### config.mk
export PLATFORM = sky130hd
export DESIGN_NAME = dds_button_tuner
export DESIGN_NICKNAME = d
export VERILOG_FILES = /design/src/rtl/dds_ctrl_pkg.sv /design/src/rtl/button_repeat.sv /design/src/rtl/dds_button_tuner.sv
export SDC_FILE = /design/constraint.sdc
export NUM_CORES = 1
export LEC_CHECK = 0
export ABC_AREA = 1
export BUFFER_PORTS_ARGS = -buffer_cell sky130_fd_sc_hd__buf_4
export CAP_MARGIN = 20
export CORE_ASPECT_RATIO = 1.75
export CORE_UTILIZATION = 58
export DETAILED_ROUTE_END_ITERATION = 8
export PLACE_DENSITY = 0.75
export SLEW_MARGIN = 10
export SYNTH_ARGS = -nofsm -noshare
export SYNTH_HDL_FRONTEND = slang
export SYNTH_SLANG_ARGS = --single-unit
### constraint.sdc
create_clock -name clk_in -period 4.3 [get_ports clk_in]
set_input_delay 1.29 -clock clk_in [delete_from_list [all_inputs] [get_ports clk_in]]
set_output_delay 1.29 -clock clk_in [all_outputs]
set_load 0.03 [all_outputs]
### src/rtl/dds_ctrl_pkg.sv
// ----------------------------------------------------------------------------
// dds_ctrl_pkg
// Shared types and constants for the DDS front-panel tuner.
//   state_t     : controller FSM states
//   STEP_SHIFT  : bit distance between successive step sizes
//   NUM_STEPS   : number of selectable step sizes
//   step_sel_t  : step index type
//   step_shamt  : shift amount that turns a step index into a step size
// ----------------------------------------------------------------------------
package dds_ctrl_pkg;

    typedef enum logic [1:0] {
        S_INIT,
        S_IDLE,
        S_CALC,
        S_SEND
    } state_t;

    localparam int STEP_SHIFT = 8;
    localparam int NUM_STEPS  = 4;

    typedef logic [1:0] step_sel_t;

    // Step size is 1 << (STEP_SHIFT * sel): 1, 2^8, 2^16, 2^24.
    function automatic int unsigned step_shamt(input step_sel_t sel);
        return 32'(STEP_SHIFT) * 32'(sel);
    endfunction

endpackage

### src/rtl/button_repeat.sv
// ----------------------------------------------------------------------------
// button_repeat
// Turns a debounced button level into single-cycle events: one on press and,
// when REPEAT_EN is set, further events while the button stays held (first
// after HOLD_CYCLES, then every REPEAT_CYCLES until release).
// Ports:
//   clk_in     : clock, rising edge
//   rst_n_in   : synchronous active-low reset
//   btn_in     : debounced button level, 1 = pressed
//   event_out  : registered 1-cycle event pulse
// ----------------------------------------------------------------------------
module button_repeat #(
    parameter int HOLD_CYCLES   = 5_000_000,
    parameter int REPEAT_CYCLES = 1_000_000,
    parameter bit REPEAT_EN     = 1'b1
) (
    input  logic clk_in,
    input  logic rst_n_in,
    input  logic btn_in,
    output logic event_out
);

    localparam int CNT_MAX = (HOLD_CYCLES > REPEAT_CYCLES) ? HOLD_CYCLES : REPEAT_CYCLES;
    localparam int CNT_W   = $clog2(CNT_MAX + 1);

    localparam logic [CNT_W-1:0] HOLD_C = CNT_W'(HOLD_CYCLES);
    localparam logic [CNT_W-1:0] REP_C  = CNT_W'(REPEAT_CYCLES);

    logic             btn_q;
    logic             btn_prev;
    logic             repeating;
    logic [CNT_W-1:0] hold_cnt;
    logic [CNT_W-1:0] limit;

    // Once the first auto-repeat has fired, the counter measures the shorter
    // repeat interval instead of the initial hold time.
    assign limit = repeating ? REP_C : HOLD_C;

    always_ff @(posedge clk_in) begin
        if (!rst_n_in) begin
            btn_q     <= 1'b0;
            btn_prev  <= 1'b0;
            repeating <= 1'b0;
            hold_cnt  <= '0;
            event_out <= 1'b0;
        end else begin
            btn_q     <= btn_in;
            btn_prev  <= btn_q;
            event_out <= btn_q && !btn_prev;

            // hold_cnt holds the number of held cycles seen so far; reaching
            // the limit fires an event and restarts counting at 1 so the
            // next event lands exactly REPEAT_CYCLES later.
            if (REPEAT_EN && btn_q) begin
                if (hold_cnt == limit) begin
                    event_out <= 1'b1;
                    hold_cnt  <= CNT_W'(1);
                    repeating <= 1'b1;
                end else begin
                    hold_cnt <= hold_cnt + CNT_W'(1);
                end
            end else begin
                hold_cnt  <= '0;
                repeating <= 1'b0;
            end
        end
    end

endmodule

### src/rtl/dds_button_tuner.sv
// ----------------------------------------------------------------------------
// dds_button_tuner
// Front-panel controller: up/down buttons add/subtract the selected step to
// the DDS frequency tuning word with saturation, the step button cycles the
// step size, and every new word is offered to the DDS over valid/ready.
// Ports:
//   clk_in        : system clock, rising edge
//   rst_n_in      : synchronous active-low reset
//   btn_up_in     : debounced up button level
//   btn_down_in   : debounced down button level
//   btn_step_in   : debounced step-select button level
//   ftw_out       : current tuning word
//   ftw_valid_out : ftw_out offered to the DDS
//   ftw_ready_in  : DDS accepts ftw_out
//   step_sel_out  : current step index 0..3
//   busy_out      : high whenever the FSM is not idle
//
// Handshake: a word transfers on a rising edge where ftw_valid_out and
// ftw_ready_in are both 1. Once raised, ftw_valid_out stays high and ftw_out
// stays constant until that transfer; valid drops on the following edge.
// ----------------------------------------------------------------------------
module dds_button_tuner
    import dds_ctrl_pkg::*;
#(
    parameter int               FTW_W         = 32,
    parameter int               HOLD_CYCLES   = 5_000_000,
    parameter int               REPEAT_CYCLES = 1_000_000,
    parameter logic [FTW_W-1:0] FTW_RESET     = 32'h0100_0000,
    parameter logic [FTW_W-1:0] FTW_MAX       = 32'hFFFF_FFFF
) (
    input  logic             clk_in,
    input  logic             rst_n_in,
    input  logic             btn_up_in,
    input  logic             btn_down_in,
    input  logic             btn_step_in,
    output logic [FTW_W-1:0] ftw_out,
    output logic             ftw_valid_out,
    input  logic             ftw_ready_in,
    output step_sel_t        step_sel_out,
    output logic             busy_out
);

    localparam int EXT_W = FTW_W + 1;
    typedef logic [EXT_W-1:0] ext_t;

    logic up_ev;
    logic down_ev;
    logic step_ev;

    button_repeat #(
        .HOLD_CYCLES  (HOLD_CYCLES),
        .REPEAT_CYCLES(REPEAT_CYCLES),
        .REPEAT_EN    (1'b1)
    ) u_up (
        .clk_in   (clk_in),
        .rst_n_in (rst_n_in),
        .btn_in   (btn_up_in),
        .event_out(up_ev)
    );

    button_repeat #(
        .HOLD_CYCLES  (HOLD_CYCLES),
        .REPEAT_CYCLES(REPEAT_CYCLES),
        .REPEAT_EN    (1'b1)
    ) u_down (
        .clk_in   (clk_in),
        .rst_n_in (rst_n_in),
        .btn_in   (btn_down_in),
        .event_out(down_ev)
    );

    button_repeat #(
        .HOLD_CYCLES  (HOLD_CYCLES),
        .REPEAT_CYCLES(REPEAT_CYCLES),
        .REPEAT_EN    (1'b0)
    ) u_step (
        .clk_in   (clk_in),
        .rst_n_in (rst_n_in),
        .btn_in   (btn_step_in),
        .event_out(step_ev)
    );

    // FSM state; busy_out is its externally visible summary.
    state_t state;
    logic   up_pend;
    logic   down_pend;

    ext_t             step_ext;
    ext_t             cur_ext;
    ext_t             sum_ext;
    logic [FTW_W-1:0] up_res;
    logic [FTW_W-1:0] down_res;
    logic [FTW_W-1:0] calc_res;

    // Saturating arithmetic in FTW_W+1 bits so the add can never wrap.
    always_comb begin
        step_ext = ext_t'(1) << step_shamt(step_sel_out);
        cur_ext  = {1'b0, ftw_out};
        sum_ext  = cur_ext + step_ext;
        up_res   = (sum_ext > {1'b0, FTW_MAX}) ? FTW_MAX : sum_ext[FTW_W-1:0];
        down_res = (cur_ext < step_ext) ? '0 : (ftw_out - step_ext[FTW_W-1:0]);
        calc_res = ftw_out;
        if (up_pend && !down_pend) begin
            calc_res = up_res;
        end else if (down_pend && !up_pend) begin
            calc_res = down_res;
        end
    end

    always_ff @(posedge clk_in) begin
        if (!rst_n_in) begin
            state         <= S_INIT;
            ftw_out       <= FTW_RESET;
            ftw_valid_out <= 1'b0;
            step_sel_out  <= '0;
            up_pend       <= 1'b0;
            down_pend     <= 1'b0;
            busy_out      <= 1'b1;
        end else begin
            if (step_ev) begin
                step_sel_out <= (step_sel_out == step_sel_t'(NUM_STEPS - 1)) ?
                                '0 : step_sel_out + step_sel_t'(1);
            end

            // Events accumulate while the FSM is busy; repeats coalesce.
            up_pend   <= up_pend | up_ev;
            down_pend <= down_pend | down_ev;

            case (state)
                S_INIT: begin
                    ftw_valid_out <= 1'b1;
                    busy_out      <= 1'b1;
                    state         <= S_SEND;
                end
                S_IDLE: begin
                    // Looking at the raw event too lets a press reach S_CALC
                    // one cycle after its event pulse.
                    if (up_pend || down_pend || up_ev || down_ev) begin
                        busy_out <= 1'b1;
                        state    <= S_CALC;
                    end
                end
                S_CALC: begin
                    // Pending flags are consumed here; only events arriving
                    // in this very cycle survive into the next round.
                    up_pend   <= up_ev;
                    down_pend <= down_ev;
                    if (calc_res != ftw_out) begin
                        ftw_out       <= calc_res;
                        ftw_valid_out <= 1'b1;
                        state         <= S_SEND;
                    end else begin
                        // Opposite requests cancelled or already saturated.
                        busy_out <= 1'b0;
                        state    <= S_IDLE;
                    end
                end
                S_SEND: begin
                    if (ftw_ready_in) begin
                        ftw_valid_out <= 1'b0;
                        busy_out      <= 1'b0;
                        state         <= S_IDLE;
                    end
                end
                default: begin
                    state <= S_INIT;
                end
            endcase
        end
    end

endmodule

==> insert_results.sql <==
INSERT INTO impl_metrics (metric_group, metric, value, unit) VALUES
('detailed_routing', 'detail_route.wl_per_cell', '16.3', 'um'),
('pwr', 'comb_power_share', '55.2', '%'),
('synth', 'ys_ff_latch', '97', ''),
('synth', 'ys_dominant_reg_cell', 'sky130_fd_sc_hd__dfxtp_1', ''),
('timing', 'achievable-frequency', '248', 'MHz'),
('synth', 'post_synth_inst_count', '1218', ''),
('detailed_routing', 'dr_total_vias', '7976', ''),
('timing', 'finalHoldViolations', '0', ''),
('timing', 'timing_worst_slew_pin_value', '0.836', 'ns'),
('timing', 'final-setup-viol-count', '0', ''),
('placed_design', 'portBuffers', '41', ''),
('placed_design', 'post_dp_cell_area', '7770', 'sq um'),
('synth', 'yosysWarningCount', '0', ''),
('grt', 'grt_max_degree', '42', ''),
('detailed_routing', 'detailedRoute.firstIterationViolations', '417', ''),
('detailed_routing', 'firstDrtPassIters', '5', ''),
('synth', 'async_reset_ff_share', '0', '%'),
('clock_network', 'cts_made_buffers', '9', ''),
('critical_path', 'crit-reg2reg-capture', 'ftw_out[26]', ''),
('detailed_routing', 'routed_wl', '23100', 'um'),
('hold_path', 'worst_hold_path_type', 'reg -> reg', ''),
('clock_network', 'worstSkewPairLatency', '0.36', 'ns'),
('clock_network', 'cts.path.max_buffers', '2', ''),
('hold_path', 'timing.hold.worst_path_depth', '1', ''),
('critical_path', 'worst_r2r_startpoint', 'step_sel_out[1]', ''),
('final_layout', 'layout-drive-gt1-share', '10.2', '%'),
('clock_network', 'clk_pin_slew', '0.07', 'ns'),
('floorplan', 'dieArea', '13300', 'sq um'),
('timing', 'max_slew_margin', '44.1', '%'),
('critical_path', 'critPathLaunchType', 'flop', ''),
('floorplan', 'fp.dieH', '152', 'um'),
('critical_path', 'endpoint_kind', 'flop', ''),
('pwr', 'power_frac_seq', '27.3', '%'),
('final_layout', 'antenna-diode-count', '0', ''),
('detailed_routing', 'detailed_route_vias_per_instance', '5.64', ''),
('grt', 'globalRouteMet2Util', '65.3', '%'),
('timing', 'final_min_period_over_clock_period', '93.8', '%'),
('critical_path', 'worst-setup-path-type', 'reg -> reg', ''),
('placed_design', 'finalWeightedCongestion', '1.01', ''),
('synth', 'synth_edf_count', '0', ''),
('grt', 'initial_antenna_violation_count', '0', ''),
('critical_path', 'worst-r2r-setup-slack', '0.27', 'ns'),
('hold_path', 'min_from', 'u_step.btn_prev', ''),
('floorplan', 'rows', '54', ''),
('grt', 'global_route_usage_sum', '35.5', '%'),
('detailed_routing', 'post_route_ant_nets', '0', ''),
('pwr', 'power.ir.vdd_worst', '0.320', 'mV'),
('final_layout', 'postLayoutCoreUtil', '64.9', '%'),
('final_layout', 'design_area', '8110', 'sq um'),
('clock_network', 'tritoncts', 'done', ''),
('timing', 'timing.hold.ws', '0.396', 'ns'),
('critical_path', 'critical_path_required', '4.53', 'ns'),
('placed_design', 'detailedPlacementHpwl', '17200', 'um'),
('clock_network', 'number_of_h_tree_levels', '3', ''),
('floorplan', 'ioPinCount', '42', ''),
('final_layout', 'layout-area-overhead-vs-synth', '9.29', '%'),
('clock_network', 'cts_root_buffer', 'sky130_fd_sc_hd__clkbuf_16', ''),
('hold_path', 'worst_min_delay_path_endpoint', 'u_step.event_out', ''),
('outcome', 'outcome', 'finished clean', ''),
('floorplan', 'initial_core_util', '59.4', '%'),
('timing', 'final.setup_skew', '0.0155', 'ns'),
('pwr', 'power.internal', '2.33', 'mW'),
('final_layout', 'num-fill-cells', '1238', ''),
('synth', 'synth_cell_types', '52', ''),
('timing', 'final.setup.tns', '0', 'ns'),
('pwr', 'power_density', '593', 'nW/um^2'),
('grt', 'globalRouteMet1Util', '33.6', '%'),
('grt', 'globalRoute.busiestLayer', 'met2', ''),
('floorplan', 'core-area', '12500', 'sq um'),
('pwr', 'overall_power', '4.81', 'mW'),
('timing', 'timing_max_transition_violations_final', '0', '');
==> worst max-delay path by stage <==
stage,startpoint,endpoint,depth (start not counted)
2_1_floorplan,step_sel_out[0],ftw_out[30],24
6_report,step_sel_out[1],ftw_out[26],25
3_3_place_gp,step_sel_out[0],ftw_out[30],27
3_5_place_dp,step_sel_out[0],ftw_out[9],27
4_1_cts,step_sel_out[0],ftw_out[26],27
5_1_grt,step_sel_out[1],ftw_out[25],25
==> synth_stat cells, types with 10 or more instances <==
cell type / n / share of area (%)
sky130_fd_sc_hd__buf_2: 17 / 1.1
sky130_fd_sc_hd__nand2_1: 361 / 18
sky130_fd_sc_hd__ha_1: 24 / 4.0
sky130_fd_sc_hd__nor2_1: 118 / 6.0
sky130_fd_sc_hd__xor2_1: 40 / 4.7
sky130_fd_sc_hd__nor4_1: 12 / 1.0
sky130_fd_sc_hd__inv_1: 127 / 6.4
sky130_fd_sc_hd__dfxtp_1: 97 / 26
sky130_fd_sc_hd__o21ai_1: 34 / 2.3
sky130_fd_sc_hd__nor3_1: 38 / 2.6
sky130_fd_sc_hd__o21ai_0: 30 / 2.0
sky130_fd_sc_hd__nand3_1: 92 / 6.2
sky130_fd_sc_hd__nand4_1: 24 / 2.0
sky130_fd_sc_hd__a21oi_1: 75 / 5.1
sky130_fd_sc_hd__inv_2: 19 / 0.96
sky130_fd_sc_hd__clkbuf_1: 10 / 0.51
==> layout make-up <==
type                    count  area (sq um)  area share, %
clock inverters             6          75.1          0.926
inverters                 153           577           7.11
clock buffers              10           229           2.82
well taps                 168           210           2.59
repair buffers             54           405           5.00
multi-input cells         927          4670           57.6
flip-flops and latches     97          1940           24.0
==> metrics by stage <==
step,worst slack (ns),cells
final,0.269,1415
after global routing,0.0133,1415
after CTS,0.292,1413
after detailed placement,0.326,1397
after global placement,0.405,1397
after floorplan,1.06,1218
==> cell families (layout without fill, tap and decap cells) <==
kind of cell / count (synthesis) / after routing / synth area share (%)
and+or+nand+nor: 687 / 688 / 40.5
buffers and inverters: 195 / 223 / 11.3
AOI/OAI and AO/OA: 172 / 172 / 12.9
DFF: 97 / 97 / 26.2
xor gates and xnor gates: 43 / 43 / 5.08
adders and majority gates: 24 / 24 / 4.05
==> sequential cells by signal (all words and copies together) (netlist names) <==
name and flops:
down_pend 1, u_down.btn_prev 1, u_down.hold_cnt 23, u_up.btn_q 1, busy_out 1, up_pend 1, ftw_valid_out 1, u_up.hold_cnt 23
u_step.event_out 1, u_down.btn_q 1, step_sel_out 2, u_up.event_out 1, u_up.btn_prev 1, u_up.repeating 1, ftw_out 32, u_step.btn_prev 1
u_down.event_out 1, u_step.btn_q 1, u_down.repeating 1, state 2
==> timing repair <==
action / 4_1_cts / 5_1_grt
hold buffers: 0 / 0
endpoints found under the setup margin: 0 / 35
buffers inserted: 0 / 1
resized for setup: 0 / 6
==> cell usage in the layout, fill, tap and decap left out, types with 30 or more instances in the layout <==
master / synthesis / final
sky130_fd_sc_hd__a21oi_1: 75 / 75
sky130_fd_sc_hd__buf_4: 8 / 54
sky130_fd_sc_hd__dfxtp_1: 97 / 96
sky130_fd_sc_hd__inv_1: 127 / 127
sky130_fd_sc_hd__nand2_1: 361 / 361
sky130_fd_sc_hd__nand3_1: 92 / 92
sky130_fd_sc_hd__nor2_1: 118 / 117
sky130_fd_sc_hd__nor3_1: 38 / 38
sky130_fd_sc_hd__o21ai_0: 30 / 30
sky130_fd_sc_hd__o21ai_1: 34 / 34
sky130_fd_sc_hd__xor2_1: 40 / 40
==> worst max-delay path, cell delays in order, from the launching register on <==
cell and delay, ns:
sky130_fd_sc_hd__dfxtp_1 0.34, sky130_fd_sc_hd__inv_1 0.11, sky130_fd_sc_hd__ha_1 0.25, sky130_fd_sc_hd__inv_1 0.07
sky130_fd_sc_hd__ha_2 0.43, sky130_fd_sc_hd__nand2_1 0.12, sky130_fd_sc_hd__nor2_1 0.21, sky130_fd_sc_hd__nand3_1 0.10
sky130_fd_sc_hd__nor2_1 0.12, sky130_fd_sc_hd__nand3_2 0.17, sky130_fd_sc_hd__nand3_4 0.21, sky130_fd_sc_hd__nor2_1 0.06
sky130_fd_sc_hd__buf_4 0.17, sky130_fd_sc_hd__o21ai_1 0.17, sky130_fd_sc_hd__nand3_1 0.10, sky130_fd_sc_hd__nand2_1 0.08
sky130_fd_sc_hd__nand2_1 0.04, sky130_fd_sc_hd__nor2_1 0.11, sky130_fd_sc_hd__nand2_1 0.21, sky130_fd_sc_hd__nor2_2 0.19
sky130_fd_sc_hd__nand2_1 0.09, sky130_fd_sc_hd__nand2_2 0.07, sky130_fd_sc_hd__inv_2 0.04, sky130_fd_sc_hd__buf_4 0.22
sky130_fd_sc_hd__o21ai_1 0.16, sky130_fd_sc_hd__a21oi_1 0.05
==> routing by layer <==
layer	wire length [um]	share of wire [%]	up-vias
met1	8160	35	3598
met2	11800	51	276
met4	1800	7.8	0
met5	0	0	-
li1	-	-	3992
met3	1320	5.7	110
==> power groups by stage <==
stage | clock, mW | sequential (mW) | combinational, mW
finish | 0.846 | 1.31 | 2.65
global route | 0.888 | 1.33 | 2.94
CTS | 0.860 | 1.30 | 2.59
detailed placement | 0 | 1.32 | 2.58
global placement | 0 | 1.32 | 2.55
floorplan | 0 | 1.36 | 1.85
(Power assumes the default switching activity.)
